### config.mk
export PLATFORM = sky130hd
export DESIGN_NAME = mem_arb_n
export DESIGN_NICKNAME = d
export VERILOG_FILES = /design/src/rtl/mem_arb_n.sv
export SDC_FILE = /design/constraint.sdc
export NUM_CORES = 1
export LEC_CHECK = 0
export CAP_MARGIN = 20
export CORE_AREA = 2 2 93 95
export CTS_CLUSTER_DIAMETER = 40
export CTS_CLUSTER_SIZE = 20
export DETAILED_ROUTE_END_ITERATION = 12
export DIE_AREA = 0 0 95 97
export MAX_ROUTING_LAYER = met4
export PLACE_DENSITY = 0.81
export SLEW_MARGIN = 20
export SYNTH_ARGS = -nofsm -noshare
export SYNTH_HDL_FRONTEND = slang
export SYNTH_SLANG_ARGS = --single-unit
### constraint.sdc
create_clock -name clk -period 2.25 [get_ports clk]
set_input_delay 0.3375 -clock clk [delete_from_list [all_inputs] [get_ports clk]]
set_output_delay 0.3375 -clock clk [all_outputs]
set_load 0.02 [all_outputs]
### src/rtl/mem_arb_n.sv
// N-client SDT memory arbiter with fixed-priority / round-robin arbitration and an APB config port.
// Optional build macro MEM_ARB_N_STATS_EN adds per-client grant counters at 0x10 + 4*i.
module mem_arb_n #(
  parameter int CLIENTS    = 4,
  parameter int ADDR_WIDTH = 8,
  parameter int DATA_WIDTH = 8
) (
  input  logic                             clk,
  input  logic                             rst,
  input  logic                             stable,
  input  logic                             conf_wr,
  input  logic                             conf_sel,
  input  logic                             conf_enable,
  input  logic [31:0]                      conf_addr,
  input  logic [31:0]                      conf_wdata,
  input  logic [3:0]                       conf_strb,
  output logic [31:0]                      conf_rdata,
  output logic                             conf_ready,
  output logic                             conf_slverr,
  input  logic [CLIENTS-1:0]               c_rd,
  input  logic [CLIENTS-1:0]               c_wr,
  input  logic [CLIENTS*ADDR_WIDTH-1:0]    c_addr,
  input  logic [CLIENTS*DATA_WIDTH-1:0]    c_wr_data,
  output logic [CLIENTS*DATA_WIDTH-1:0]    c_rd_data,
  output logic [CLIENTS-1:0]               c_ack,
  output logic                             m_rd,
  output logic                             m_wr,
  output logic [ADDR_WIDTH-1:0]            m_addr,
  output logic [DATA_WIDTH-1:0]            m_wr_data,
  input  logic [DATA_WIDTH-1:0]            m_rd_data,
  input  logic                             m_ack
);

  localparam int AW = ADDR_WIDTH;
  localparam int DW = DATA_WIDTH;

  typedef enum logic {IDLE, BUSY} state_t;

  state_t state_q, state_d;

  logic               mode;
  logic [CLIENTS-1:0] enable;
  logic [3:0]         last_grant;
  logic [3:0]         grant;

  logic [CLIENTS-1:0] req;
  logic               hi_found, lo_found, win_found;
  logic [3:0]         hi_idx, lo_idx, win_idx;
  logic               sel_rd, sel_wr;
  logic [AW-1:0]      sel_addr;
  logic [DW-1:0]      sel_wdata;
  logic               do_grant;
  logic               ack_valid;

  logic               apb_access, wr_acc, rd_acc;
  logic               hit_ctrl, hit_en, hit_status, mapped;
  logic [31:0]        wmask;
  logic [CLIENTS-1:0] stat_sel;
  logic [31:0]        stat_rdata;
  logic               unused_bits;

  assign req       = (c_rd | c_wr) & enable;
  assign ack_valid = (state_q == BUSY) && m_ack && (m_rd || m_wr);

  // Round-robin is "lowest requester above last_grant, else lowest overall";
  // fixed priority is just the second half of that.
  always_comb begin
    hi_found = 1'b0;
    hi_idx   = '0;
    lo_found = 1'b0;
    lo_idx   = '0;
    for (int i = CLIENTS - 1; i >= 0; i--) begin
      if (req[i]) begin
        lo_found = 1'b1;
        lo_idx   = 4'(i);
        if (4'(i) > last_grant) begin
          hi_found = 1'b1;
          hi_idx   = 4'(i);
        end
      end
    end
    win_found = lo_found;
    win_idx   = (mode && hi_found) ? hi_idx : lo_idx;
  end

  always_comb begin
    sel_rd    = 1'b0;
    sel_wr    = 1'b0;
    sel_addr  = '0;
    sel_wdata = '0;
    for (int i = 0; i < CLIENTS; i++) begin
      if (win_idx == 4'(i)) begin
        sel_rd    = c_rd[i];
        sel_wr    = c_wr[i];
        sel_addr  = c_addr[i*AW +: AW];
        sel_wdata = c_wr_data[i*DW +: DW];
      end
    end
  end

  always_comb begin
    state_d  = state_q;
    do_grant = 1'b0;
    case (state_q)
      IDLE: begin
        if (stable && win_found) begin
          do_grant = 1'b1;
          state_d  = BUSY;
        end
      end
      BUSY: begin
        if (ack_valid) state_d = IDLE;
      end
      default: state_d = IDLE;
    endcase
  end

  always_ff @(posedge clk) begin
    if (rst) begin
      state_q    <= IDLE;
      m_rd       <= 1'b0;
      m_wr       <= 1'b0;
      m_addr     <= '0;
      m_wr_data  <= '0;
      grant      <= '0;
      last_grant <= 4'(CLIENTS - 1);
    end else begin
      state_q <= state_d;
      if (do_grant) begin
        m_rd       <= sel_rd & ~sel_wr;
        m_wr       <= sel_wr;
        m_addr     <= sel_addr;
        m_wr_data  <= sel_wdata;
        grant      <= win_idx;
        last_grant <= win_idx;
      end else if (ack_valid) begin
        m_rd <= 1'b0;
        m_wr <= 1'b0;
      end
    end
  end

  always_comb begin
    c_ack     = '0;
    c_rd_data = '0;
    for (int i = 0; i < CLIENTS; i++) begin
      if (ack_valid && grant == 4'(i)) begin
        c_ack[i]              = 1'b1;
        c_rd_data[i*DW +: DW] = m_rd_data;
      end
    end
  end

  assign apb_access  = conf_sel & conf_enable;
  assign wr_acc      = apb_access & conf_wr;
  assign rd_acc      = apb_access & ~conf_wr;
  assign hit_ctrl    = (conf_addr == 32'h0000_0000);
  assign hit_en      = (conf_addr == 32'h0000_0004);
  assign hit_status  = (conf_addr == 32'h0000_0008);
  assign mapped      = hit_ctrl | hit_en | hit_status | (|stat_sel);
  assign conf_ready  = apb_access;
  assign conf_slverr = apb_access & ~mapped;
  assign wmask       = {{8{conf_strb[3]}}, {8{conf_strb[2]}}, {8{conf_strb[1]}}, {8{conf_strb[0]}}};
  assign unused_bits = ^{conf_wdata, wmask};

  always_ff @(posedge clk) begin
    if (rst) begin
      mode   <= 1'b0;
      enable <= '1;
    end else if (wr_acc) begin
      if (hit_ctrl && conf_strb[0]) mode <= conf_wdata[0];
      if (hit_en) enable <= (enable & ~wmask[CLIENTS-1:0]) |
                            (conf_wdata[CLIENTS-1:0] & wmask[CLIENTS-1:0]);
    end
  end

  always_comb begin
    conf_rdata = '0;
    if (rd_acc) begin
      if (hit_ctrl)        conf_rdata = {31'b0, mode};
      else if (hit_en)     conf_rdata = 32'(enable);
      else if (hit_status) conf_rdata = {20'b0, last_grant, 7'b0, (state_q == BUSY)};
      else                 conf_rdata = stat_rdata;
    end
  end

`ifdef MEM_ARB_N_STATS_EN
  logic [31:0] stat_cnt [CLIENTS];

  always_comb begin
    stat_sel   = '0;
    stat_rdata = '0;
    for (int i = 0; i < CLIENTS; i++) begin
      if (conf_addr == 32'(16 + 4 * i)) begin
        stat_sel[i] = 1'b1;
        stat_rdata  = stat_cnt[i];
      end
    end
  end

  // A clear from APB beats an increment landing in the same cycle.
  always_ff @(posedge clk) begin
    for (int i = 0; i < CLIENTS; i++) begin
      if (rst)                        stat_cnt[i] <= '0;
      else if (wr_acc && stat_sel[i]) stat_cnt[i] <= '0;
      else if (c_ack[i])              stat_cnt[i] <= stat_cnt[i] + 32'd1;
    end
  end
`else
  assign stat_sel   = '0;
  assign stat_rdata = '0;
`endif

endmodule
== Word-level counts from Yosys, hierarchy flattened ==
Cells that the tools add are included.
Widths: inputs -> output; s select.

* Register bits after elaboration: 32
* Output and inout port bits: 88
* Logic and storage cells: 114

* $lt $le $gt $ge: 4
* Equal/unequal tests: 8
* Multiplexer cells: 60
* Bitwise logic cells: 17
* Reductions and logical operators: 16

{| class="wikitable"
|+ Operators by type and width
! operator !! number
|-
| $mux 8 || 12
|-
| $mux 12 || 4
|-
| $mux 4 || 10
|-
| $eq 32x3->1 const B || 1
|-
| $eq 32x4->1 const B || 1
|-
| $logic_not 32->1 || 1
|-
| $mux 1 || 30
|-
| $eq 4x2->1 const B || 4
|-
| $and 4x4->4 || 3
|-
| $logic_and 1x1->1 || 9
|-
| $eq 4x1->1 const B || 2
|-
| $gt 1x4->1 const A || 2
|-
| $gt 2x4->1 const A || 2
|-
| $logic_not 4->1 || 2
|-
| $or 4x4->4 || 2
|-
| $mux 2 || 3
|-
| $and 1x1->1 || 5
|-
| $not 1->1 || 4
|-
| $not 4->4 || 1
|-
| $reduce_and 2->1 || 2
|-
| $or 1x1->1 || 2
|-
| $pmux 1 s2 || 1
|-
| $reduce_bool 2->1 || 1
|-
| $logic_or 1x1->1 || 1
|}

== Depth between registers and ports, before layout ==
* Word-level depth: 19
* Gate-level depth with buffers: 10

== Least setup slack after synthesis ==
Ideal clock, no wire load.

* Kind: flip-flop to output port
* From: register m_wr
* To: output c_rd_data[16]
* Arrival time: 1.870 ns
* Path slack: 0.042 ns
* Cell stages (with the launch flop): 4
* Path through: dfxtp_1 o211ai_1 nor3b_1 and2_1

* Word-level cells in the longest chain between the ends: 4

{| class="wikitable"
|+ RTL lines
! what !! line !! source
|-
| start, declared || 27 || <nowiki>output logic m_wr,</nowiki>
|-
| start signal, assigned || 131 || <nowiki>m_wr <= sel_wr;</nowiki>
|-
| $logic_or 1x1->1 || 63 || <nowiki>assign ack_valid = (state_q == BUSY) && m_ack && (m_rd || m_wr);</nowiki>
|-
| $logic_and 1x1->1 || 63 ||
|-
| $logic_and 1x1->1 || 147 || <nowiki>if (ack_valid && grant == 4'(i)) begin</nowiki>
|-
| $mux 8 || 147 ||
|-
| end, declared || 24 || <nowiki>output logic [CLIENTS*DATA_WIDTH-1:0] c_rd_data,</nowiki>
|}

Every way passes these cells.

== Final worst setup path ==
* From: input m_ack
* To: output c_rd_data[8]

* Word-level cells in the longest chain between the ends: 4

{| class="wikitable"
|+ RTL lines
! what !! line !! source
|-
| start, declared || 31 || <nowiki>input logic m_ack</nowiki>
|-
| $logic_and 1x1->1 (2 in series) || 63 ||
|-
| $logic_and 1x1->1 || 147 ||
|-
| $mux 8 || 147 ||
|}

Every way passes these cells.

==> impl_metrics.csv <==
group,metric,value,unit
outcome,status,"finished clean",
final_layout,drive_gt1_frac,0.154,
drt,ant_nets,0,
synthesis,ys_ff_latch,28,
global_routing,grt_pass1_vias,3070,
clocking,cts_tree,"yes",
floorplanning,die-area,9220,sq um
final_layout,final_cell_mix,"111 x clkdlybuf4s50_1, 55 x nand2_1, 45 x dlygate4sd2_1",
power_and_ir_drop,switching_share,0.316,
timing,max_freq,0.448,GHz
clocking,cts_sinks,28,
synthesis,synth_top_area_share,0.232,
synthesis,synth_top_cells_by_area,"dfxtp_1 23%, a211oi_1 10%, buf_4 9.6%",
synthesis,seq_area_frac_synth,0.232,
power_and_ir_drop,combPwrFrac,0.408,
timing,slew_viol_final,0,
placement,gp_congestion,0.797,
setup_path,crit_fanout,9,
setup_path,required,1.91,ns
global_routing,antenna_found_initial,0,
setup_path,cp-end-kind,"output pin",
timing,hold_viol,0,
final_layout,n_fill_cell,749,
synthesis,yosys_warnings,0,
global_routing,grt_max_degree,44,
power_and_ir_drop,p_int,1020,uW
global_routing,top_usage_layer,"met2",
floorplanning,die_x,95,microns
placement,io_buffers,185,
timing,min_period,2.23,ns
setup_path,critPathArrivalTime,1.90,ns
power_and_ir_drop,switching_power,469,uW
drt,drt_iter0_drc,118,
global_routing,grt_util_all_layers,0.192,
worst_hold_path,hold_class,"reg -> reg",
power_and_ir_drop,ir_drop,0.236,mV
global_routing,use_met1,0.205,
global_routing,grt_pass1_wl,14.0,mm
setup_path,start_kind,"input pin",
clocking,cts_buffers,3,
final_layout,diodes,0,
floorplanning,num_rows,33,
floorplanning,fp.coreArea,8130,sq um
timing,rsz0062_at_grt,"yes",
synthesis,postSynthAreaPerCell,7.23,sq um
drt,routed_wl,9.47,mm
floorplanning,die_h,97,microns
synthesis,synthCells,334,
power_and_ir_drop,p_leak,0.00216,uW
floorplanning,start_util,0.297,
job,maxCapViolations,0,
power_and_ir_drop,p_per_area,317,nW/um^2
power_and_ir_drop,clock_power_share,0.225,
synthesis,synthArstFlopShare,0,
clocking,ctsRootBufferMaster,"clkbuf_8",
drt,drc_errors,0,
power_and_ir_drop,seqPwrFrac,0.367,
floorplanning,top_level_ports,243,
placement,place_inst,634,
final_layout,final_util,0.576,
synthesis,synth_top_cell_by_area,"dfxtp_1",
placement,dp_hpwl,7.36,mm
synthesis,synth_area,2420,sq um
synthesis,yosysUniqueCellTypes,41,
drt,first_pass_iters,4,
clocking,htree_levels,1,
global_routing,grt_use_met3,0.0249,
timing,setup_viol,0,
clocking,clk_path_buf_depth,2,
final_layout,syn_to_final_growth,93.8,%
clocking,clk_pin_slew,0.10,ns
drt,via_per_inst,4.93,
drt,vias,3172,
synthesis,synth_edf_count,0,
final_layout,fin_cells,644,
final_layout,final_net_count,695,
clocking,hold_buffers,0,
drt,wl_per_cell,14.7,microns
final_layout,final_common_cell,"clkdlybuf4s50_1",
clocking,worstSkewPairLatency,0.29,ns
synthesis,synth-main-ff-cell,"dfxtp_1",
timing,finalCritPeriodShare,0.992,
timing,setup_tns,0,ns
setup_path,crit_type,"in -> out",
timing,fin_skew,0.00832,ns
global_routing,gr-total-overflow,0,
global_routing,gr-usage-met2,0.370,
## path summary, 6_finish.rpt
check / from / to / slack, ns / depth (start not counted)
max reg2reg: flop / m_rd / 0.14 / 8
min: m_addr[3] / m_addr[3] / 0.46 / 2
max: m_ack / c_rd_data[8] / 0.02 / 6
min reg2reg: m_addr[3] / m_addr[3] / 0.46 / 2
## power groups by stage
| stage | registers (uW) | logic [uW] | clock network (uW) |
|---|---|---|---|
| after detailed placement | 556 | 590 | 0 |
| after global routing | 550 | 651 | 356 |
| after floorplan | 582 | 244 | 0 |
| final | 545 | 606 | 334 |
| after global placement | 555 | 581 | 0 |
| after CTS | 545 | 586 | 338 |
## metrics by stage
stage               worst slack, ns  power [uW]  hold WS (ns)  instance area, sq um
global placement             -0.568        1140         0.443                  4450
CTS                        0.000674        1470         0.462                  4490
floorplan                    0.0425         826         0.436                  2510
finish                       0.0170        1480         0.460                  4680
global route                -0.0731        1560         0.478                  4680
detailed placement           -0.662        1150         0.447                  4450
## synth_stat cells, types with 3 or more instances
master / number
nand4_1: 3
and3_1: 8
mux2i_1: 3
buf_6: 3
buf_2: 4
inv_1: 21
nor3_1: 3
a21oi_1: 25
and2_1: 33
nor2b_1: 3
a211o_1: 6
nor4_1: 7
a211oi_1: 33
nand2_1: 56
buf_4: 31
a311o_1: 16
nor2_1: 12
dfxtp_1: 28
clkbuf_1: 11
nand3_1: 3
## cell type report
class                   count  area, sq um  area share
flip-flops and latches     28          561       0.120
inverters                  21         78.8      0.0168
well taps                 105          131      0.0281
multi-input cells         260         1700       0.364
repair buffers            226         2150       0.460
clock buffers               4         55.1      0.0118
## kinds of logic after synthesis
group | share of synthesized area
AOI/OAI and AO/OA | 0.304
buffers and inverters | 0.170
DFF | 0.232
muxes | 0.0124
other | 0.00155
and+or+nand+nor | 0.280
## metal layers
| metal | up-vias | wire [microns] |
|---|---|---|
| met1 | 1462 | 3580 |
| met3 | 10 | 733 |
| met2 | 154 | 5060 |
| met4 | 0 | 93 |
| li1 | 1546 | - |
| met5 | - | 0 |
## worst max-delay path, cell delays in order
cell,delay [ns]
clkdlybuf4s50_1,0.46
o211ai_1,0.19
nor3b_1,0.26
buf_4,0.19
and2_1,0.12
dlygate4sd2_1,0.33
## timing repair
item	in CTS	in global routing
endpoints found under the setup margin	52	43
pin swaps	18	16
setup buffers	4	2
gates resized for setup	92	50
No activity file was read; power rests on OpenSTA's default activity.
